File: config.mk
export PLATFORM = sky130hd
export DESIGN_NAME = control_unit
export DESIGN_NICKNAME = d
export VERILOG_FILES = /design/src/rtl/cpu_ctrl_pkg.sv /design/src/rtl/control_unit_decode.sv /design/src/rtl/control_unit.sv
export SDC_FILE = /design/constraint.sdc
export NUM_CORES = 1
export LEC_CHECK = 0
export ABC_AREA = 0
export CAP_MARGIN = 10
export CORE_ASPECT_RATIO = 1.2
export CORE_UTILIZATION = 41
export CTS_CLUSTER_DIAMETER = 40
export CTS_CLUSTER_SIZE = 16
export DETAILED_ROUTE_END_ITERATION = 10
export GPL_ROUTABILITY_DRIVEN = 0
export GPL_TIMING_DRIVEN = 0
export PLACE_DENSITY_LB_ADDON = 0.2
export SYNTH_ARGS = -nofsm -noshare
export SYNTH_HDL_FRONTEND = slang
export SYNTH_SLANG_ARGS = --single-unit
File: constraint.sdc
create_clock -name Clock -period 2.1 [get_ports Clock]
set_clock_uncertainty 0.15 [all_clocks]
set_input_delay 0.21 -clock Clock [delete_from_list [all_inputs] [get_ports Clock]]
set_output_delay 0.21 -clock Clock [all_outputs]
set_load 0.02 [all_outputs]
File: src/rtl/cpu_ctrl_pkg.sv
// Shared opcode map, instruction classes and sequencer states for the
// hardwired control unit that drives the 32-bit register-bus datapath.
package cpu_ctrl_pkg;

    localparam logic [4:0] OP_LD   = 5'd0;
    localparam logic [4:0] OP_LDI  = 5'd1;
    localparam logic [4:0] OP_ST   = 5'd2;
    localparam logic [4:0] OP_ADD  = 5'd3;
    localparam logic [4:0] OP_SUB  = 5'd4;
    localparam logic [4:0] OP_AND  = 5'd5;
    localparam logic [4:0] OP_OR   = 5'd6;
    localparam logic [4:0] OP_SHR  = 5'd7;
    localparam logic [4:0] OP_SHRA = 5'd8;
    localparam logic [4:0] OP_SHL  = 5'd9;
    localparam logic [4:0] OP_ROR  = 5'd10;
    localparam logic [4:0] OP_ROL  = 5'd11;
    localparam logic [4:0] OP_ADDI = 5'd12;
    localparam logic [4:0] OP_ANDI = 5'd13;
    localparam logic [4:0] OP_ORI  = 5'd14;
    localparam logic [4:0] OP_MUL  = 5'd15;
    localparam logic [4:0] OP_DIV  = 5'd16;
    localparam logic [4:0] OP_NEG  = 5'd17;
    localparam logic [4:0] OP_NOT  = 5'd18;
    localparam logic [4:0] OP_BR   = 5'd19;
    localparam logic [4:0] OP_JR   = 5'd20;
    localparam logic [4:0] OP_JAL  = 5'd21;
    localparam logic [4:0] OP_IN   = 5'd22;
    localparam logic [4:0] OP_OUT  = 5'd23;
    localparam logic [4:0] OP_MFHI = 5'd24;
    localparam logic [4:0] OP_MFLO = 5'd25;
    localparam logic [4:0] OP_NOP  = 5'd26;
    localparam logic [4:0] OP_HALT = 5'd27;

    localparam logic [4:0] ALU_ADD = OP_ADD;

    typedef enum logic [3:0] {
        S_RESET, S_T0, S_T1, S_T2, S_T3, S_T4, S_T5, S_T6, S_T7, S_HALT
    } state_t;

    typedef enum logic [3:0] {
        C_ALU, C_IMM, C_LDI, C_LD, C_ST, C_MULDIV, C_UNARY, C_BR,
        C_JR, C_JAL, C_IN, C_OUT, C_MFHI, C_MFLO, C_NOP, C_HALT
    } iclass_t;

endpackage

File: src/rtl/control_unit_decode.sv
// Combinational opcode-to-class decoder; undefined opcodes fall into HALT.
module ctrl_decode
    import cpu_ctrl_pkg::*;
(
    input  logic [4:0] i_op,
    output iclass_t    o_class
);

    always_comb begin
        o_class = C_HALT;
        case (i_op) inside
            OP_LD:             o_class = C_LD;
            OP_LDI:            o_class = C_LDI;
            OP_ST:             o_class = C_ST;
            [OP_ADD:OP_ROL]:   o_class = C_ALU;
            [OP_ADDI:OP_ORI]:  o_class = C_IMM;
            OP_MUL, OP_DIV:    o_class = C_MULDIV;
            OP_NEG, OP_NOT:    o_class = C_UNARY;
            OP_BR:             o_class = C_BR;
            OP_JR:             o_class = C_JR;
            OP_JAL:            o_class = C_JAL;
            OP_IN:             o_class = C_IN;
            OP_OUT:            o_class = C_OUT;
            OP_MFHI:           o_class = C_MFHI;
            OP_MFLO:           o_class = C_MFLO;
            OP_NOP:            o_class = C_NOP;
            default:           o_class = C_HALT;
        endcase
    end

endmodule

File: src/rtl/control_unit.sv
// Moore fetch/decode/execute sequencer; one state per clock, strobes decoded
// from the registered state and the instruction class latched at T2.
module control_unit
    import cpu_ctrl_pkg::*;
#(
    parameter int OP_W  = 5,
    parameter int ALU_W = 5
) (
    input  logic             Clock,
    input  logic             Reset,
    input  logic [31:0]      IR,
    input  logic             CON,
    output logic             PCin, IRin, MARin, MDRin, Yin, Zin, HIin, LOin, CONin, OUTPORTin,
    output logic             PCout, MDRout, Yout, ZHIout, ZLOout, HIout, LOout, INPORTout, OUTPORTout, Cout,
    output logic             Gra, Grb, Grc, Rin, Rout, BAout,
    output logic             Read, Write, IncPC,
    output logic [ALU_W-1:0] alu_op,
    output logic             Run
);

    state_t          r_state;
    iclass_t         r_class;
    logic [OP_W-1:0] r_op;
    logic [OP_W-1:0] w_op;
    iclass_t         w_class;
    logic            w_unused_ir;

    assign w_op        = IR[31 -: OP_W];
    assign w_unused_ir = ^IR[31-OP_W:0];

    ctrl_decode u_decode (
        .i_op    (w_op),
        .o_class (w_class)
    );

    always_ff @(posedge Clock or posedge Reset) begin
        if (Reset) begin
            r_state <= S_RESET;
            r_class <= C_NOP;
            r_op    <= '0;
        end else begin
            case (r_state)
                S_RESET: r_state <= S_T0;
                S_T0:    r_state <= S_T1;
                S_T1:    r_state <= S_T2;
                S_T2: begin
                    r_op    <= w_op;
                    r_class <= w_class;
                    case (w_class)
                        C_NOP:   r_state <= S_T0;
                        C_HALT:  r_state <= S_HALT;
                        default: r_state <= S_T3;
                    endcase
                end
                S_T3: r_state <= (r_class inside {C_JR, C_IN, C_OUT, C_MFHI, C_MFLO}) ? S_T0 : S_T4;
                S_T4: r_state <= (r_class inside {C_UNARY, C_JAL}) ? S_T0 : S_T5;
                S_T5: r_state <= (r_class inside {C_ALU, C_IMM, C_LDI}) ? S_T0 : S_T6;
                S_T6: r_state <= (r_class inside {C_MULDIV, C_BR}) ? S_T0 : S_T7;
                S_T7: r_state <= S_T0;
                S_HALT: r_state <= S_HALT;
                default: r_state <= S_RESET;
            endcase
        end
    end

    always_comb begin
        {PCin, IRin, MARin, MDRin, Yin, Zin, HIin, LOin, CONin, OUTPORTin} = '0;
        {PCout, MDRout, Yout, ZHIout, ZLOout, HIout, LOout, INPORTout, OUTPORTout, Cout} = '0;
        {Gra, Grb, Grc, Rin, Rout, BAout, Read, Write, IncPC} = '0;
        alu_op = '0;
        Run    = (r_state != S_RESET) && (r_state != S_HALT);
        case (r_state)
            S_T0: begin PCout = 1'b1; MARin = 1'b1; end
            S_T1: begin Read = 1'b1; MDRin = 1'b1; PCin = 1'b1; IncPC = 1'b1; end
            S_T2: begin MDRout = 1'b1; IRin = 1'b1; end
            S_T3: begin
                case (r_class)
                    C_ALU, C_IMM:        begin Grb = 1'b1; Rout = 1'b1; Yin = 1'b1; end
                    C_LDI, C_LD, C_ST:   begin Grb = 1'b1; BAout = 1'b1; Yin = 1'b1; end
                    C_MULDIV:            begin Gra = 1'b1; Rout = 1'b1; Yin = 1'b1; end
                    C_UNARY:             begin Grb = 1'b1; Rout = 1'b1; Zin = 1'b1; alu_op = ALU_W'(r_op); end
                    C_BR:                begin Gra = 1'b1; Rout = 1'b1; CONin = 1'b1; end
                    C_JR:                begin Gra = 1'b1; Rout = 1'b1; PCin = 1'b1; end
                    C_JAL:               begin PCout = 1'b1; Grb = 1'b1; Rin = 1'b1; end
                    C_IN:                begin INPORTout = 1'b1; Gra = 1'b1; Rin = 1'b1; end
                    C_OUT:               begin Gra = 1'b1; Rout = 1'b1; OUTPORTin = 1'b1; end
                    C_MFHI:              begin HIout = 1'b1; Gra = 1'b1; Rin = 1'b1; end
                    C_MFLO:              begin LOout = 1'b1; Gra = 1'b1; Rin = 1'b1; end
                    default: ;
                endcase
            end
            S_T4: begin
                case (r_class)
                    C_ALU:               begin Grc = 1'b1; Rout = 1'b1; Zin = 1'b1; alu_op = ALU_W'(r_op); end
                    C_IMM:               begin Cout = 1'b1; Zin = 1'b1; alu_op = ALU_W'(r_op); end
                    C_LDI, C_LD, C_ST:   begin Cout = 1'b1; Zin = 1'b1; alu_op = ALU_W'(ALU_ADD); end
                    C_MULDIV:            begin Grb = 1'b1; Rout = 1'b1; Zin = 1'b1; alu_op = ALU_W'(r_op); end
                    C_UNARY:             begin ZLOout = 1'b1; Gra = 1'b1; Rin = 1'b1; end
                    C_BR:                begin PCout = 1'b1; Yin = 1'b1; end
                    C_JAL:               begin Gra = 1'b1; Rout = 1'b1; PCin = 1'b1; end
                    default: ;
                endcase
            end
            S_T5: begin
                case (r_class)
                    C_ALU, C_IMM, C_LDI: begin ZLOout = 1'b1; Gra = 1'b1; Rin = 1'b1; end
                    C_LD, C_ST:          begin ZLOout = 1'b1; MARin = 1'b1; end
                    C_MULDIV:            begin ZLOout = 1'b1; LOin = 1'b1; end
                    C_BR:                begin Cout = 1'b1; Zin = 1'b1; alu_op = ALU_W'(ALU_ADD); end
                    default: ;
                endcase
            end
            S_T6: begin
                case (r_class)
                    C_LD:                begin Read = 1'b1; MDRin = 1'b1; end
                    // Read stays low so the MDR mux takes the bus value to be stored.
                    C_ST:                begin Gra = 1'b1; Rout = 1'b1; MDRin = 1'b1; end
                    C_MULDIV:            begin ZHIout = 1'b1; HIin = 1'b1; end
                    C_BR:                begin ZLOout = CON; PCin = CON; end
                    default: ;
                endcase
            end
            S_T7: begin
                case (r_class)
                    C_LD:                begin MDRout = 1'b1; Gra = 1'b1; Rin = 1'b1; end
                    C_ST:                Write = 1'b1;
                    default: ;
                endcase
            end
            default: ;
        endcase
    end

endmodule

==> impl_metrics.tcl, run 1 <==
set metrics [dict create \
    run_status "finished with violations" \
    violations "setup timing" \
    r2r_cells 5 \
    synth-seq-cells 13 \
    p_int_uw 1750 \
    syn_avg_cell_area_sq_um 7.05 \
    synth_edf_count 0 \
    die_h_um 67.2 \
    cp-start-kind "register" \
    numCtsBuffers 3 \
    fillers 261 \
    core_region_area_sq_um 3370 \
    rr_startpoint "r_class[2]$_DFFE_PP1P_" \
    total_power_uw 3440 \
    grt_overflow 0 \
    htreeDepth 1 \
    grtUsageTotal_pct 26.6 \
    vias_per_cell 5.89 \
    critPathCaptureType "output port" \
    wirelength_um 5250 \
    rows 23 \
    hp-class "input port to asynchronous set/reset pin" \
    worstSetupPathType "register to output port" \
    ys_seq_area_share_pct 22.7 \
    cts_tree "yes" \
    yosys.area.top_type "dfrtp_1" \
    rsz0062_at_grt "true" \
    synth.most_common_cell "nand2_1" \
    setup_slack_ns -0.168 \
    power_switching_uw 1690 \
    worstPathBufferInverterCount 2 \
    synthTopCellsByArea "dfrtp_1, nand2_1, dfstp_2" \
    syn_area_sq_um 1450 \
    fp.dieW_um 56.3 \
    drc_errors 0 \
    maxSlewViolCount 0 \
    cts_buffer_depth 2 \
    finalCritPeriodShare_pct 108 \
    multi_input_area_sq_um 1210 \
    vias 1845 \
    slowest_delay_ns 0.58 \
    area_delta_synth_final_pct 64.8 \
    antenna_found_initial 0 \
    cpLargestDelayFamily "flip-flops" \
    cts_root_buf "clkbuf_8" \
    cellPowerDensity_nw_per_um2 1440 \
    layout-drive-gt1-share_pct 47.1 \
    place_area_sq_um 1870 \
    dr.first_iter.drc_count 84 \
    clock_latency_ns 0.24 \
    worstPathCellList "buf_6 -> or3b_4 -> a21o_1 -> a21oi_2 -> a21o_1 -> buf_6" \
    slew_headroom_pct 66.6 \
    hold_viol 0 \
    critPathArrivalTime_ns 1.91 \
    crit_fanout 5 \
    p_leak_uw 0.00108 \
    yosys_warnings 0 \
    ys_top_cells_by_count "nand2_1, nor2_1, a21oi_1" \
    cpMaxStageDelayCell "dfstp_2" \
    clock_sinks 13 \
    pwr-share-clk_pct 6.4 \
    hpwlAfterDp_um 3120 \
    power_frac_seq_pct 15.3 \
    pwr-share-comb_pct 78.4 \
    async_reset_ff_share_pct 100 \
    dpl_worst_slack_ns -0.527 \
    synth_cell_type_count 52 \
    min_period_ns 2.27 \
    fmax_mhz 441 \
    fin_area_sq_um 2390 \
    reg2reg_to "r_state[2]$_DFF_PP0_" \
    worst-r2r-setup-slack_ns 0.11 \
    ir_drop_mv 0.982 \
    setup_viol 18 \
    grt_pass1_vias 1721 \
    tightest_slew_ns 0.500 \
    dieArea_sq_um 3780 \
    nets 312 \
    io_pins 70 \
    cap_violations 0 \
    drt_first_pass_iters 5 \
    p_sw_share_pct 49.1 \
    whs_ns 0.150 \
    grt_pass1_wl_um 7940 \
    synth_ff_type "dfrtp_1" \
    yosysTopAreaCellShare_pct 17.2 \
    grt_max_degree 14 \
    start_util_pct 43.1 \
    seq_area_sq_um 333 \
    wl_per_cell_um 16.8 \
    postSynthCellCount 206 \
    required_ns 1.74 \
    diodes 0 \
    portBuffers 37 \
    path_clk_slew_ns 0.05 \
    ant_nets 0 \
]
[worst reg2reg max path, delay by kind of cell, from the launching register on]
kind                   cells  cell delay (ns)
AOI/OAI and AO/OA          3             0.51
buffers and inverters      1             0.21
DFF                        1             0.58
and+or+nand+nor            1             0.43
[sequential cells by signal (all words and copies together), names as in the netlist]
register	cells
r_class	4
r_op	5
r_state	4
[cell type report]
class	count	area share, %
clock buffers	4	1.88
repair buffers	66	23.0
inverters	4	0.628
plain buffers	22	7.85
well taps	37	1.94
multi-input cells	167	50.8
flip-flops and latches	13	13.9
[placed cells by master, fill, tap and decap left out, types with 4 or more instances in the layout]
| cell type | Yosys | layout |
|---|---|---|
| buf_4 | 4 | 42 |
| nand2_1 | 28 | 26 |
| buf_6 | 0 | 21 |
| a21oi_1 | 14 | 11 |
| nor2_1 | 16 | 9 |
| a21o_1 | 7 | 7 |
| dfrtp_1 | 10 | 7 |
| clkbuf_1 | 7 | 6 |
| o21ai_0 | 6 | 6 |
| nand2b_1 | 9 | 6 |
| nor2_2 | 0 | 5 |
| nor3_1 | 10 | 5 |
| nor3_2 | 0 | 5 |
| clkbuf_2 | 0 | 5 |
| o211ai_1 | 4 | 4 |
| nand3b_1 | 4 | 4 |
| clkdlybuf4s50_1 | 0 | 4 |
| buf_2 | 11 | 4 |
[through the flow]
step	instances	util, %	TNS (ns)
2_1_floorplan	207	-	0
3_3_place_gp	281	55.6	-10.24
3_5_place_dp	281	55.6	-10.36
4_1_cts	303	66.4	-1.20
5_1_grt	313	71.1	-2.47
6_report	313	71.1	-1.41
[cell families after synthesis]
logic type / synth area share, %
other: 0.258
flip-flops: 22.7
AND/OR/NAND/NOR: 40.9
AO/OA/AOI/OAI: 24.7
XOR/XNOR: 2.41
buffers and inverters: 8.97
[power by group through the flow]
stage | registers [uW] | logic (uW) | clock network (uW)
CTS | 500 | 2300 | 221
finish | 525 | 2690 | 219
floorplan | 457 | 1300 | 0
global placement | 483 | 1850 | 0
global route | 528 | 2870 | 232
detailed placement | 484 | 1860 | 0
[worst max-delay path by stage]
| stage | to | slack [ns] | start | cells after the start |
|---|---|---|---|---|
| after floorplan | BAout | 0.06 | r_state[1]$_DFF_PP0_ | 4 |
| after global placement | Gra | -0.58 | r_class[1]$_DFFE_PP1P_ | 6 |
| after detailed placement | Gra | -0.53 | r_class[1]$_DFFE_PP1P_ | 6 |
| after CTS | Gra | -0.22 | r_class[2]$_DFFE_PP1P_ | 5 |
| after global routing | alu_op[1] | -0.24 | r_class[2]$_DFFE_PP1P_ | 6 |
| final | alu_op[1] | -0.17 | r_class[2]$_DFFE_PP1P_ | 6 |
[timing repair]
action | 4_1_cts | 5_1_grt
gates resized for setup | 196 | 50
setup buffers | 18 | 11
pin swaps | 14 | 22
endpoints found under the setup margin | 33 | 32
hold buffers | 0 | 0
[routing by layer]
metal	vias to the layer above	wire (um)	GRT usage (%)
met5	-	0	0
met4	0	133	16.8
met3	14	455	4.41
met2	96	2520	45.4
met1	857	2140	31.4
li1	878	-	-
Note: power is estimated with default switching activity, not from simulation.
==> run 2, diff against run 1 <==
Settings changed: GPL_TIMING_DRIVEN 0 to 1.
==> run 2 against run 1 <==
Net effect: the run still ends with setup timing left; design area grew 13%; register-to-register slack worse by 0.12 ns; critical path depth did not move; largest cell class unchanged; sequential share of layout area decreased by 1.6 points; fmax is 1.7% lower; first-iteration DRC count grew 6.0%; critical path type unchanged.
==> impl_metrics.tcl, run 2 (synthesis gave the netlist of run 1 again) <==
set metrics [dict create \
    numCtsBuffers 3 \
    rows 23 \
    path_clk_slew_ns 0.05 \
    critPathCaptureType "output port" \
    grt_pass1_vias 1750 \
    layout-drive-gt1-share_pct 52.8 \
    pwr-share-clk_pct 5.7 \
    antenna_found_initial 0 \
    hpwlAfterDp_um 3340 \
    pwr-share-comb_pct 80.4 \
    p_int_uw 2040 \
    portBuffers 40 \
    final_cell_mix "buf_4, nand2_1, buf_6" \
    power_switching_uw 1850 \
    whs_ns 0.131 \
    htreeDepth 1 \
    clock_latency_ns 0.25 \
    nets 339 \
    core_region_area_sq_um 3370 \
    clock_sinks 13 \
    p_leak_uw 0.00127 \
    ir_drop_mv 1.11 \
    required_ns 1.74 \
    p_sw_share_pct 47.5 \
    critPathArrivalTime_ns 1.95 \
    cts_hold_buffers 0 \
    dieArea_sq_um 3780 \
    dr.first_iter.drc_count 89 \
    slowest_delay_ns 0.45 \
    wl_per_cell_um 17.3 \
    crit_fanout 6 \
    setup_slack_ns -0.209 \
    vias 1978 \
    die_h_um 67.2 \
    run_status "finished with violations" \
    top_register "r_op" \
    finalCritPeriodShare_pct 110 \
    violations "setup timing" \
    io_pins 70 \
    cts_buffer_depth 2 \
    grt_overflow 0 \
    worstPathCellList "or3b_4 -> or2_4 -> buf_12 -> a21oi_4 -> a21o_1 -> buf_6" \
    layout_commonest_cell "buf_4" \
    drc_errors 0 \
    reg.largest.list "r_op x5, r_class x4, r_state x4" \
    cts_root_buf "clkbuf_8" \
    wirelength_um 5870 \
    fp.dieW_um 56.3 \
    vias_per_cell 5.82 \
    cts_tree "yes" \
    diodes 0 \
    fmax_mhz 433 \
    power_frac_seq_pct 13.9 \
    final_util_pct 80.1 \
    min_period_ns 2.31 \
    grtUsageTotal_pct 27.4 \
    rsz0062_at_grt "true" \
    ant_nets 0 \
    drt_first_pass_iters 5 \
    grt_pass1_wl_um 8120 \
    area_delta_synth_final_pct 85.9 \
    maxSlewViolCount 0 \
    fin_cells 340 \
    hold_viol 0 \
    setup_viol 21 \
    dp_cells 315 \
    cp-start-kind "register" \
    start_util_pct 43.1 \
    cpMaxStageDelayCell "or3b_4" \
    hp-class "input port to asynchronous set/reset pin" \
    grt_max_degree 14 \
    largest_reg_flops 5 \
    cap_violations 0 \
    worstSetupPathType "register to output port" \
    cellPowerDensity_nw_per_um2 1440 \
]
[run 2: cell types whose count changed in the layout (fill, tap and decap cells not counted), sizes merged]
cell / delta
clkbuf: -9
buf: +33
clkdlybuf4s50: +4
clkdlybuf4s15: -1
[run 2: worst max-delay path: cells and delay by family, from the launching register on]
family / cells / cell delay, ns
compound gates: 2 / 0.30
buf+inv: 2 / 0.26
flops: 1 / 0.42
simple gates: 2 / 0.72
[run 2: stage by stage]
step | total power (uW) | worst slack (ns) | TNS [ns] | cell area (sq um)
3_5_place_dp | 2810 | -0.365 | -7.07 | 2190
2_1_floorplan | 1750 | 0.0593 | 0 | 1460
4_1_cts | 3400 | -0.196 | -1.53 | 2470
6_report | 3900 | -0.209 | -2.64 | 2700
5_1_grt | 4090 | -0.245 | -3.72 | 2700
3_3_place_gp | 2780 | -0.390 | -6.97 | 2190
[run 2: final cells by class]
type,count,area (sq um)
Clock buffer,4,45.0
Fill cell,217,669
Inverter,4,15.0
Multi-Input combinational cell,167,1290
Sequential cell,13,332
Tap cell,37,46.3
Timing Repair Buffer,115,973
[run 2: final timing paths]
check	startpoint	to	slack [ns]	cells after the start
max	r_state[1]$_DFF_PP0_	alu_op[0]	-0.21	6
min	Reset	r_state[1]$_DFF_PP0_	0.13	2
max reg2reg	r_class[2]$_DFFE_PP1P_	r_state[2]$_DFF_PP0_	-0.01	7
min reg2reg	r_op[1]$_DFFE_PP0P_	r_op[1]$_DFFE_PP0P_	0.33	2
max in group asynchronous	Reset	r_state[2]$_DFF_PP0_	1.32	2
min in group Clock	r_op[1]$_DFFE_PP0P_	r_op[1]$_DFFE_PP0P_	0.33	2
[run 2: what timing repair did]
item	4_1_cts	5_1_grt
gates resized for setup	187	50
pin swaps	17	22
setup endpoints to repair	32	31
buffers inserted	13	8
[run 2: layer usage]
layer | part of all wire [%] | global-route usage, % | vias up | wire length (um)
li1 | - | - | 933 | -
met1 | 39 | 31.6 | 933 | 2300
met2 | 51 | 50.6 | 89 | 2990
met3 | 5.5 | 2.68 | 23 | 325
met4 | 4.4 | 14.0 | 0 | 256
met5 | 0 | 0 | - | 0
[run 2: power by group through the flow]
stage          registers (uW)  logic, uW  clock network (uW)
5_1_grt                   554       3300                 238
2_1_floorplan             457       1300                   0
3_5_place_dp              522       2290                   0
3_3_place_gp              520       2260                   0
6_report                  540       3130                 223
4_1_cts                   523       2650                 230
